==> config.mk <==
export PLATFORM = sky130hd
export DESIGN_NAME = instr_fetch
export DESIGN_NICKNAME = d
export VERILOG_FILES = /design/src/rtl/ifetch_pkg.sv /design/src/rtl/ifetch_line.sv /design/src/rtl/instr_fetch.sv
export SDC_FILE = /design/constraint.sdc
export NUM_CORES = 1
export LEC_CHECK = 0
export CAP_MARGIN = 20
export CORE_ASPECT_RATIO = 1.2
export CORE_MARGIN = 5
export CORE_UTILIZATION = 35
export CTS_CLUSTER_DIAMETER = 200
export CTS_CLUSTER_SIZE = 28
export DETAILED_ROUTE_END_ITERATION = 10
export SLEW_MARGIN = 30
export SYNTH_ARGS = -nofsm -noshare
export SYNTH_HDL_FRONTEND = slang
export SYNTH_SLANG_ARGS = --single-unit
==> constraint.sdc <==
create_clock -name clk -period 3.4 [get_ports clk]
set_input_delay 0.85 -clock clk [delete_from_list [all_inputs] [get_ports clk]]
set_output_delay 0.85 -clock clk [all_outputs]
set_load 0.01 [all_outputs]
==> src/rtl/ifetch_pkg.sv <==
// Shared types and constants for the instruction fetch unit.
// The optional prefetch line is enabled with the IFETCH_PREFETCH_EN macro.
package ifetch_pkg;

  localparam int INSTR_W   = 32;
  localparam int HALF_W    = 16;
  // Tags are stored zero-extended to this width so one struct serves any PC_W up to 32.
  localparam int TAG_MAX_W = 32;

  typedef enum logic [1:0] {
    IDLE = 2'd0,
    LO   = 2'd1,
    HI   = 2'd2
  } fetch_state_e;

  typedef struct packed {
    logic                 valid;
    logic [TAG_MAX_W-1:0] tag;
    logic [INSTR_W-1:0]   data;
  } line_t;

endpackage

==> src/rtl/ifetch_line.sv <==
// Tagged 32-bit line register with a load port, an invalidate port and
// LOOKUPS independent hit comparators.
module ifetch_line
  import ifetch_pkg::*;
#(
  parameter int PC_W    = 16,
  parameter int LOOKUPS = 1
) (
  input  logic                          clk,
  input  logic                          rst,
  input  logic                          load_en,
  input  logic [PC_W-1:0]               load_tag,
  input  logic [INSTR_W-1:0]            load_data,
  input  logic                          clr_en,
  input  logic [LOOKUPS-1:0][PC_W-1:0]  lookup_pc,
  output logic [LOOKUPS-1:0]            hit,
  output logic [INSTR_W-1:0]            line_data
);

  line_t line_q;
  line_t line_d;

  // A load wins over an invalidate so a refill landing on the same edge is kept.
  always_comb begin
    line_d = line_q;
    if (load_en) begin
      line_d.valid = 1'b1;
      line_d.tag   = TAG_MAX_W'(load_tag);
      line_d.data  = load_data;
    end else if (clr_en) begin
      line_d.valid = 1'b0;
    end
  end

  always_ff @(posedge clk or negedge rst) begin
    if (!rst) begin
      line_q <= '0;
    end else begin
      line_q <= line_d;
    end
  end

  for (genvar gi = 0; gi < LOOKUPS; gi++) begin : g_cmp
    assign hit[gi] = line_q.valid && (line_q.tag == TAG_MAX_W'(lookup_pc[gi]));
  end

  assign line_data = line_q.data;

endmodule

==> src/rtl/instr_fetch.sv <==
// Instruction fetch unit: builds 32-bit instructions from two 16-bit memory
// transfers into a tagged line; IFETCH_PREFETCH_EN adds a next-line prefetch buffer.
module instr_fetch
  import ifetch_pkg::*;
#(
  parameter int PC_W = 16
) (
  input  logic               clk,
  input  logic               rst,
  input  logic [PC_W-1:0]    cpu_pc,
  output logic [INSTR_W-1:0] cpu_instr,
  output logic               cpu_stall,
  output logic               mem_req,
  output logic [PC_W:0]      mem_addr,
  input  logic               mem_ack,
  input  logic [HALF_W-1:0]  mem_rdata
);

  fetch_state_e       state_q, state_d;
  logic [PC_W-1:0]    fetch_pc_q, fetch_pc_d;
  logic [PC_W:0]      mem_addr_q, mem_addr_d;
  logic [HALF_W-1:0]  lo_half_q, lo_half_d;

  logic               fill_done;
  logic [INSTR_W-1:0] fill_data;
  logic               any_hit;
  logic               main_hit;
  logic [INSTR_W-1:0] main_data;
  logic               main_load;
  logic [PC_W-1:0]    main_load_tag;
  logic [INSTR_W-1:0] main_load_data;

  assign fill_data = {mem_rdata, lo_half_q};

  ifetch_line #(
    .PC_W    (PC_W),
    .LOOKUPS (1)
  ) u_main_line (
    .clk       (clk),
    .rst       (rst),
    .load_en   (main_load),
    .load_tag  (main_load_tag),
    .load_data (main_load_data),
    .clr_en    (1'b0),
    .lookup_pc (cpu_pc),
    .hit       (main_hit),
    .line_data (main_data)
  );

`ifdef IFETCH_PREFETCH_EN
  logic               to_pf_q, to_pf_d;
  logic [PC_W-1:0]    next_pc;
  logic [1:0]         pf_hit;
  logic [INSTR_W-1:0] pf_data;
  logic               demand_fill;
  logic               pf_fill;
  logic               promote;

  assign next_pc = cpu_pc + PC_W'(1);

  // Lookup 0 serves the core; lookup 1 asks whether the next line is already buffered.
  ifetch_line #(
    .PC_W    (PC_W),
    .LOOKUPS (2)
  ) u_pf_line (
    .clk       (clk),
    .rst       (rst),
    .load_en   (pf_fill),
    .load_tag  (fetch_pc_q),
    .load_data (fill_data),
    .clr_en    (promote),
    .lookup_pc ({next_pc, cpu_pc}),
    .hit       (pf_hit),
    .line_data (pf_data)
  );

  assign demand_fill = fill_done && !to_pf_q;
  assign pf_fill     = fill_done && to_pf_q;
  // A demand refill owns the main line on its completing edge; promotion retries next cycle.
  assign promote     = pf_hit[0] && !main_hit && !demand_fill;

  assign main_load      = demand_fill || promote;
  assign main_load_tag  = demand_fill ? fetch_pc_q : cpu_pc;
  assign main_load_data = demand_fill ? fill_data : pf_data;

  assign any_hit   = main_hit || pf_hit[0];
  assign cpu_instr = (pf_hit[0] && !main_hit) ? pf_data : main_data;
`else
  assign main_load      = fill_done;
  assign main_load_tag  = fetch_pc_q;
  assign main_load_data = fill_data;

  assign any_hit   = main_hit;
  assign cpu_instr = main_data;
`endif

  assign cpu_stall = !any_hit;
  assign mem_req   = (state_q != IDLE);
  assign mem_addr  = mem_addr_q;

  always_comb begin
    state_d    = state_q;
    fetch_pc_d = fetch_pc_q;
    mem_addr_d = mem_addr_q;
    lo_half_d  = lo_half_q;
    fill_done  = 1'b0;
`ifdef IFETCH_PREFETCH_EN
    to_pf_d    = to_pf_q;
`endif
    case (state_q)
      IDLE: begin
        if (!any_hit) begin
          fetch_pc_d = cpu_pc;
          mem_addr_d = {cpu_pc, 1'b0};
          state_d    = LO;
`ifdef IFETCH_PREFETCH_EN
          to_pf_d    = 1'b0;
        end else if (!pf_hit[1]) begin
          // On a hit the line in use is cpu_pc, so the sequential successor is cpu_pc+1.
          fetch_pc_d = next_pc;
          mem_addr_d = {next_pc, 1'b0};
          state_d    = LO;
          to_pf_d    = 1'b1;
`endif
        end
      end
      LO: begin
        if (mem_ack) begin
          lo_half_d  = mem_rdata;
          mem_addr_d = {fetch_pc_q, 1'b1};
          state_d    = HI;
        end
      end
      HI: begin
        if (mem_ack) begin
          fill_done = 1'b1;
          state_d   = IDLE;
        end
      end
      default: state_d = IDLE;
    endcase
  end

  always_ff @(posedge clk or negedge rst) begin
    if (!rst) begin
      state_q    <= IDLE;
      fetch_pc_q <= '0;
      mem_addr_q <= '0;
      lo_half_q  <= '0;
`ifdef IFETCH_PREFETCH_EN
      to_pf_q    <= 1'b0;
`endif
    end else begin
      state_q    <= state_d;
      fetch_pc_q <= fetch_pc_d;
      mem_addr_q <= mem_addr_d;
      lo_half_q  <= lo_half_d;
`ifdef IFETCH_PREFETCH_EN
      to_pf_q    <= to_pf_d;
`endif
    end
  end

endmodule

==> summary by stage <==
GRT
The via count of the first global-routing pass came to 2994. Global routing consumed, over all layers together, 13.03% of the routing resources. The wire length of the first global-routing pass is 15870 microns. The final global-route overflow total is 0. The initial antenna violation count is 0. The maximum number of pins on one net before global-route repair is 58.

Status
The flow ran to the end, and the final reports show no timing, DRC or antenna violations.

STA
Setup repair after global routing left no endpoint under its margin. The number of pins with negative max-slew slack in the final report is 0. The setup violation total in the final timing report is 0. Timing would allow up to 304.9 MHz. The setup slack of the critical path after layout is 0.1203 ns. The final critical path takes up 96.46% of the cycle.

Subtracting the final worst setup slack from the clock period gives 3.280 ns. The relative max-transition margin is 61.36%. The slew of the pin with the lowest slew margin is 0.5796 ns.

The largest clock skew in the final design is 0.01223 ns. The hold violation count in the final report is 0.

Worst setup path
At the worst endpoint, the arrival time is 2.43 ns. The critical path contains buffers and inverters numbering 2 combined. The critical path goes through clkdlybuf4s50_1 > xnor2_1 > nand4_1 > nor4_4 > nand2_1 > clkdlybuf4s15_1. In this design, the stage delay of the slowest critical-path cell is 0.52 ns. In this run the worst path has a maximum fanout of 2.

The startpoint type of the worst setup path is an input pin. The cell with the biggest individual delay on the critical path is clkdlybuf4s50_1. The instance count on the critical path is 6. At the worst endpoint, the required time is 2.55 ns. The worst reg2reg path depth is 7. The kind of critical path is in2out. The worst setup path is captured at a primary output.

The critical path's top delay family is buffers and inverters.

Floorplanning
Pin placement for this block handled 86 I/O pins. From bottom edge to top edge, the die measures 133.3 microns. The die area is 15040 sq um. The standard cell core area is 12560 sq um. The die span in x is 112.8 microns. Once the floorplan was initialized, standard cells occupied 35.34% of the core.

The floorplan has 45 rows.

Place
The post-place instance area is 5341 sq um. The count of buffers from port buffering is 85. Summed over all nets, the half-perimeter wirelength after detailed placement is 6711 microns. The final weighted congestion in routability-driven placement is 0.7740. Before CTS, the worst setup slack after placement is -0.1986 ns.

Logic synthesis
The count of state elements after synthesis is 100. The synthesized-area fraction occupied by and/or/nand/nor cells is 10.01%. Counting every instance in the synthesized netlist gives 362. The parity-gate share of the synthesized area counting xor and xnor cells is 3.158%. By area, the combinational part of the netlist is dominated by multiplexers. The adder and majority cell fraction of the synthesized area is 0%. In this run, distinct cell masters in the synthesized netlist total 31. The number of warnings printed during yosys synthesis is 0.

The post-synth net total is 397. The fraction of synthesized area in multiplexers is 16.92%. The synthesized netlist devotes 5.527% of its cell area to compound gates. After synthesis, the mean cell area works out to 12.26 sq um.

The total standard cell area after synthesis is 4437 sq um. Of the synthesized area, sequential elements account for 56.40%.

Run
Max-cap violations in this run came to 0.

Route
The number of optimization iterations in the first detailed-route pass is 4. The number of remaining DRC errors is 0. In the final routed layout, each cell accounts on average for 15.96 microns. The routed design has 9590 microns of wire. Dividing the detail-routed via count by the number of cells gives 4.755. The detail route stage leaves a number of antenna-violating nets equal to 0. The via total after detailed routing is 2858. The first routing iteration left 113 violations.

Power and ir drop
VDD sags by at most 0.0004011 V. Dividing total power by cell area gives a power density of 962.4 nW/um^2. The analysis attributes to cell leakage a power of 2.489 nW. The design draws 0.005439 W.

Cells and area
The antenna cell count is 0. The total number of nets in the final design is 467. Compared with the post-synthesis result, the final layout area differs by 27.38%. The finished layout cell area is 5652 sq um. The post-route netlist has 27.00% of its cells at a drive strength greater than 1.

Clock network
In this run, post-CTS hold repair placed 0 buffers. The clock drives 100 sinks. The clock tree from TritonCTS is yes. The maximum buffer depth of the clock tree is 2. The number of setup buffers added after CTS is 0. Clock tree synthesis inserted a total of 9 buffers. The H-tree was split into 3 levels. Clock-pin slew was measured on the worst setup and hold paths at 0.07 ns. The tree is rooted in a clkbuf_16. Clock latency on the worst-skew pair, taken at its later pin, is 0.34 ns.

Hold path
The kind of path behind the tightest hold check is reg2reg. Along the worst hold path, the cell count comes to 1.
[metal layers]
| metal | GRT usage (%) | wire [microns] |
|---|---|---|
| met1 | 17.62 | 4442 |
| met2 | 20.52 | 4486 |
| met3 | 3.453 | 533 |
| met4 | 3.941 | 128 |
| met5 | 0 | 0 |
[synthesized netlist by cell type, drive strengths merged]
master,n,share of area (%)
dfrtp,100,56
mux2,64,17
nand2,53,4.5
buf,43,7.1
nor2,26,2.2
xnor2,13,2.6
nor3,12,1.4
o221a,11,2.8
clkbuf,6,0.51
a221o,4,0.90
a22o,4,0.79
inv,4,0.34
nand4,4,0.56
xor2,3,0.59
and2,2,0.28
nand3,2,0.23
o21ai,2,0.23
a21o,1,0.17
a21oi,1,0.11
a22oi,1,0.17
a311oi,1,0.20
and3,1,0.14
nand2b,1,0.14
nor2b,1,0.14
nor4,1,0.48
o211ai,1,0.17
[worst register-to-register path, cell delays in order, from the launching register on]
cell	delay, ns
dfrtp_1	0.39
xnor2_1	0.17
nand4_1	0.19
nor4_4	0.33
buf_4	0.19
a21o_1	0.17
buf_4	0.24
mux2_2	0.36
[cell type report]
class	instances	area, sq um
clock buffers	10	239.0
multi-input cells	209	1593
fillers	1147	6904
inverters	4	15.01
flip-flops and latches	100	2502
clock inverters	6	63.81
well taps	164	205.2
repair buffers	108	1033
[registers in the layout, indices dropped and copies added (netlist names)]
name,count
u_main_line.line_data,32
mem_addr,17
u_main_line.line_q,17
fetch_pc_q,16
lo_half_q,16
state_q,2
[per-stage QoR]
stage                     utilization, %  TNS, ns  cells  hold slack, ns
after floorplan                        -        0    362          0.4346
after global placement             42.54  -0.1851    585          0.4496
after detailed placement           42.54  -0.1986    585          0.4522
after CTS                          45.00        0    601          0.4720
after global routing               45.01        0    601          0.4860
final                              45.01        0    601          0.4669
[cell families (layout without fill, tap and decap cells)]
group | after synthesis | after routing
xor+xnor | 16 | 16
compound gates | 26 | 26
flops | 100 | 100
buf+inv | 53 | 128
mux | 64 | 64
simple gates | 103 | 103
[worst paths after layout]
check	start	endpoint	slack, ns
setup reg to reg	u_main_line.line_q[32]	fetch_pc_q[1]	1.26
min in group asynchronous	rst	u_main_line.line_data[4]	0.51
setup / recovery	cpu_pc[12]	cpu_stall	0.12
hold / removal	u_main_line.line_q[64]	u_main_line.line_q[64]	0.47
hold reg to reg	u_main_line.line_q[64]	u_main_line.line_q[64]	0.47
max in group asynchronous	rst	u_main_line.line_q[34]	2.18
[report_power, final]
group | internal (W) | switching, W | total [W]
clock | 0.000589 | 0.000437 | 0.00103
combinational | 0.00133 | 0.000933 | 0.00227
sequential | 0.00178 | 0.000363 | 0.00215
[what timing repair did]
action / in CTS / in global routing
resized for setup: 2 / 1
cloned: 0 / 0
pin swaps: 0 / 4
endpoints found under the setup margin: 1 / 1
[placed cells by master, fill, tap and decap left out, types with 2 or more instances in the layout]
cell type / Yosys / layout
o221a_2: 11 / 11
mux2_2: 56 / 56
inv_1: 4 / 4
clkinv_2: 0 / 2
clkbuf_16: 0 / 9
nor2_1: 26 / 26
a221o_1: 4 / 4
mux2_4: 8 / 8
and2_1: 2 / 2
nand2_1: 53 / 53
clkdlybuf4s50_1: 0 / 83
xnor2_1: 13 / 12
nor3_1: 12 / 12
nand4_1: 4 / 4
dfrtp_1: 100 / 100
clkinvlp_4: 0 / 2
buf_4: 32 / 23
o21ai_0: 2 / 2
xor2_1: 3 / 3
a22o_1: 4 / 4
Power figures use the tool's default switching activity.
==> variant, RTL diff (same settings) <==
Build with the macro `IFETCH_PREFETCH_EN` defined.
--- a/src/rtl/instr_fetch.sv
+++ b/src/rtl/instr_fetch.sv
@@ -2,2 +2,4 @@
 // transfers into a tagged line; IFETCH_PREFETCH_EN adds a next-line prefetch buffer.
+`define IFETCH_PREFETCH_EN
+
 module instr_fetch
Function: changed (a bounded check fails within 10 cycles, from zero or initial values and one cycle with rst low).
==> variant against the original RTL <==
- the run now ends with negative setup slack left
- sequential cell count up 50
- worst setup slack worse by 0.35 ns
- power up 41%
- final area up 89%
- clock power up 83%
- count of clock-buffer cells in the layout up 7
- routed wire length up 130%
- area after synthesis up 65%
- critical endpoint is now cpu_instr[8]
==> variant: results (changes against the original RTL) <==
metric	value	unit	change
outcome	finished, violations left		
failing checks	negative setup slack		
GP Congestion	0.875		+13%
GRT Util Overall	18.6	%	+5.6 points
Slowest-stage cell, CP	or4_4		
Peak VDD IR	417	µV	+3.9%
wire length on met3	881	µm	+65%
Clock Tree Buf Depth	2		unchanged
P_leak	5.36	nW	+120%
setup TNS	-5.70	ns	-5.70 ns
Worst-Margin Slew	0.821	ns	+0.241 ns
sequential share of the synthesized area	51.2	%	-5.2 points
Post-layout nets	939		+100%
number of levels in the clock H-tree	4		+1
worst-skew pair later-pin latency	0.43	ns	+0.09 ns
routed wl met2	11100	µm	+150%
top post-synthesis cells by count	dfrtp_1, nand2_1, mux2_2		
Layout Skew	0.0109	ns	-0.00133 ns
met1 wire length	9130	µm	+110%
1st-iter DRT viols	289		+160%
vias in the first global route	6340		+110%
pin count of the biggest net entering global routing	83		+43%
crit path DAT	2.78	ns	+0.35 ns
multi-input logic area	3980	µm²	+150%
wire per inst	18.2	µm	+14%
Num CTS Buffers	17		+8
hold crit path type	in2async		
first-pass GRT wire length	34900	µm	+120%
Final WS setup	-0.230	ns	-0.350 ns
Post-synth EDFFs	0		unchanged
share of synthesized registers carrying an async set or reset	100	%	unchanged
crit-path max cell delay	0.47	ns	-0.05 ns
layout cells sized above 1	43.0	%	+16 points
DR vias	6078		+110%
drt pass-1 iters	5		+1
Syn Nets	761		+92%
synth warn	0		unchanged
Yosys cell types	47		+52%
cell family with the largest share of critical-path delay	simple AND/OR/NAND/NOR gates		
Final HPWL DP	14700	µm	+120%
clock-pin slew on the worst setup and hold paths	0.06	ns	
Worst Path Buf+Inv	5		+3
Synth area leaders	dfrtp_1, mux2_2, nand2_1		
# fillers	1905		+66%
initial antenna violation count	0		unchanged
Critical Path Fanout Max	6		+4
PortBufs	85		unchanged
setup violators final	32		+32
placed cell areas	9190	µm²	+72%
## variant: kinds of logic (layout without fill, tap and decap cells)
kind of cell,after synthesis,count (layout),synth area share (%)
compound gates,107,107,10.2
xor+xnor,51,51,6.10
fa+ha+maj,1,1,0.171
buf+inv,58,249,3.71
flops,150,150,51.2
mux,75,75,11.7
simple gates,283,283,16.9
## variant: metal layers
layer  vias up  global-route usage, %
met1      3037                   24.1
met5         -                      0
met4         0                   5.43
li1       2877                      -
met2       132                   31.2
met3        32                   4.10
## variant: path summary, 6_finish.rpt
check	from	to	slack, ns	depth (start not counted)
worst min-delay path	rst	fetch_pc_q[11]	0.47	1
max in group asynchronous	rst	u_pf_line.line_data[8]	2.27	2
worst min register to register	mem_addr[0]	mem_addr[0]	0.48	2
worst max register to register	u_main_line.line_q[47]	fetch_pc_q[2]	0.29	9
min in group clk	mem_addr[0]	mem_addr[0]	0.48	2
worst max-delay path	cpu_pc[9]	cpu_instr[8]	-0.23	12
## variant: report_power, final
part	internal (mW)	switching (mW)
logic	1.57	1.37
clock network	1.04	0.850
registers	2.40	0.454
## variant: final cells by class
| type | instances | area share, % |
|---|---|---|
| Clock buffer | 17 | 3.97 |
| Clock inverter | 15 | 1.48 |
| Inverter | 4 | 0.140 |
| Multi-Input combinational cell | 517 | 37.2 |
| Sequential cell | 150 | 35.1 |
| Tap cell | 270 | 3.16 |
| Timing Repair Buffer | 213 | 19.0 |
## variant: repair_timing
action	in CTS	in global routing
gates resized for setup	326	56
pin swaps	64	15
cloned	5	0
buffers inserted	23	8
setup endpoints to repair	68	55
## variant: per-stage QoR
| step | std cells | worst slack (ns) |
|---|---|---|
| 4_1_cts | 1182 | -0.345 |
| 2_1_floorplan | 725 | 0.00923 |
| 3_5_place_dp | 1122 | -1.10 |
| 3_3_place_gp | 1122 | -1.13 |
| 6_report | 1186 | -0.230 |
| 5_1_grt | 1186 | -0.312 |
## variant: worst reg2reg max path, cell delays in order (launching register included)
cell,delay (ns)
dfrtp_1,0.45
xor2_4,0.22
nor4_4,0.32
nand2_4,0.09
or4_4,0.47
buf_4,0.19
a2111o_1,0.46
o21a_2,0.30
buf_4,0.18
mux2_1,0.31
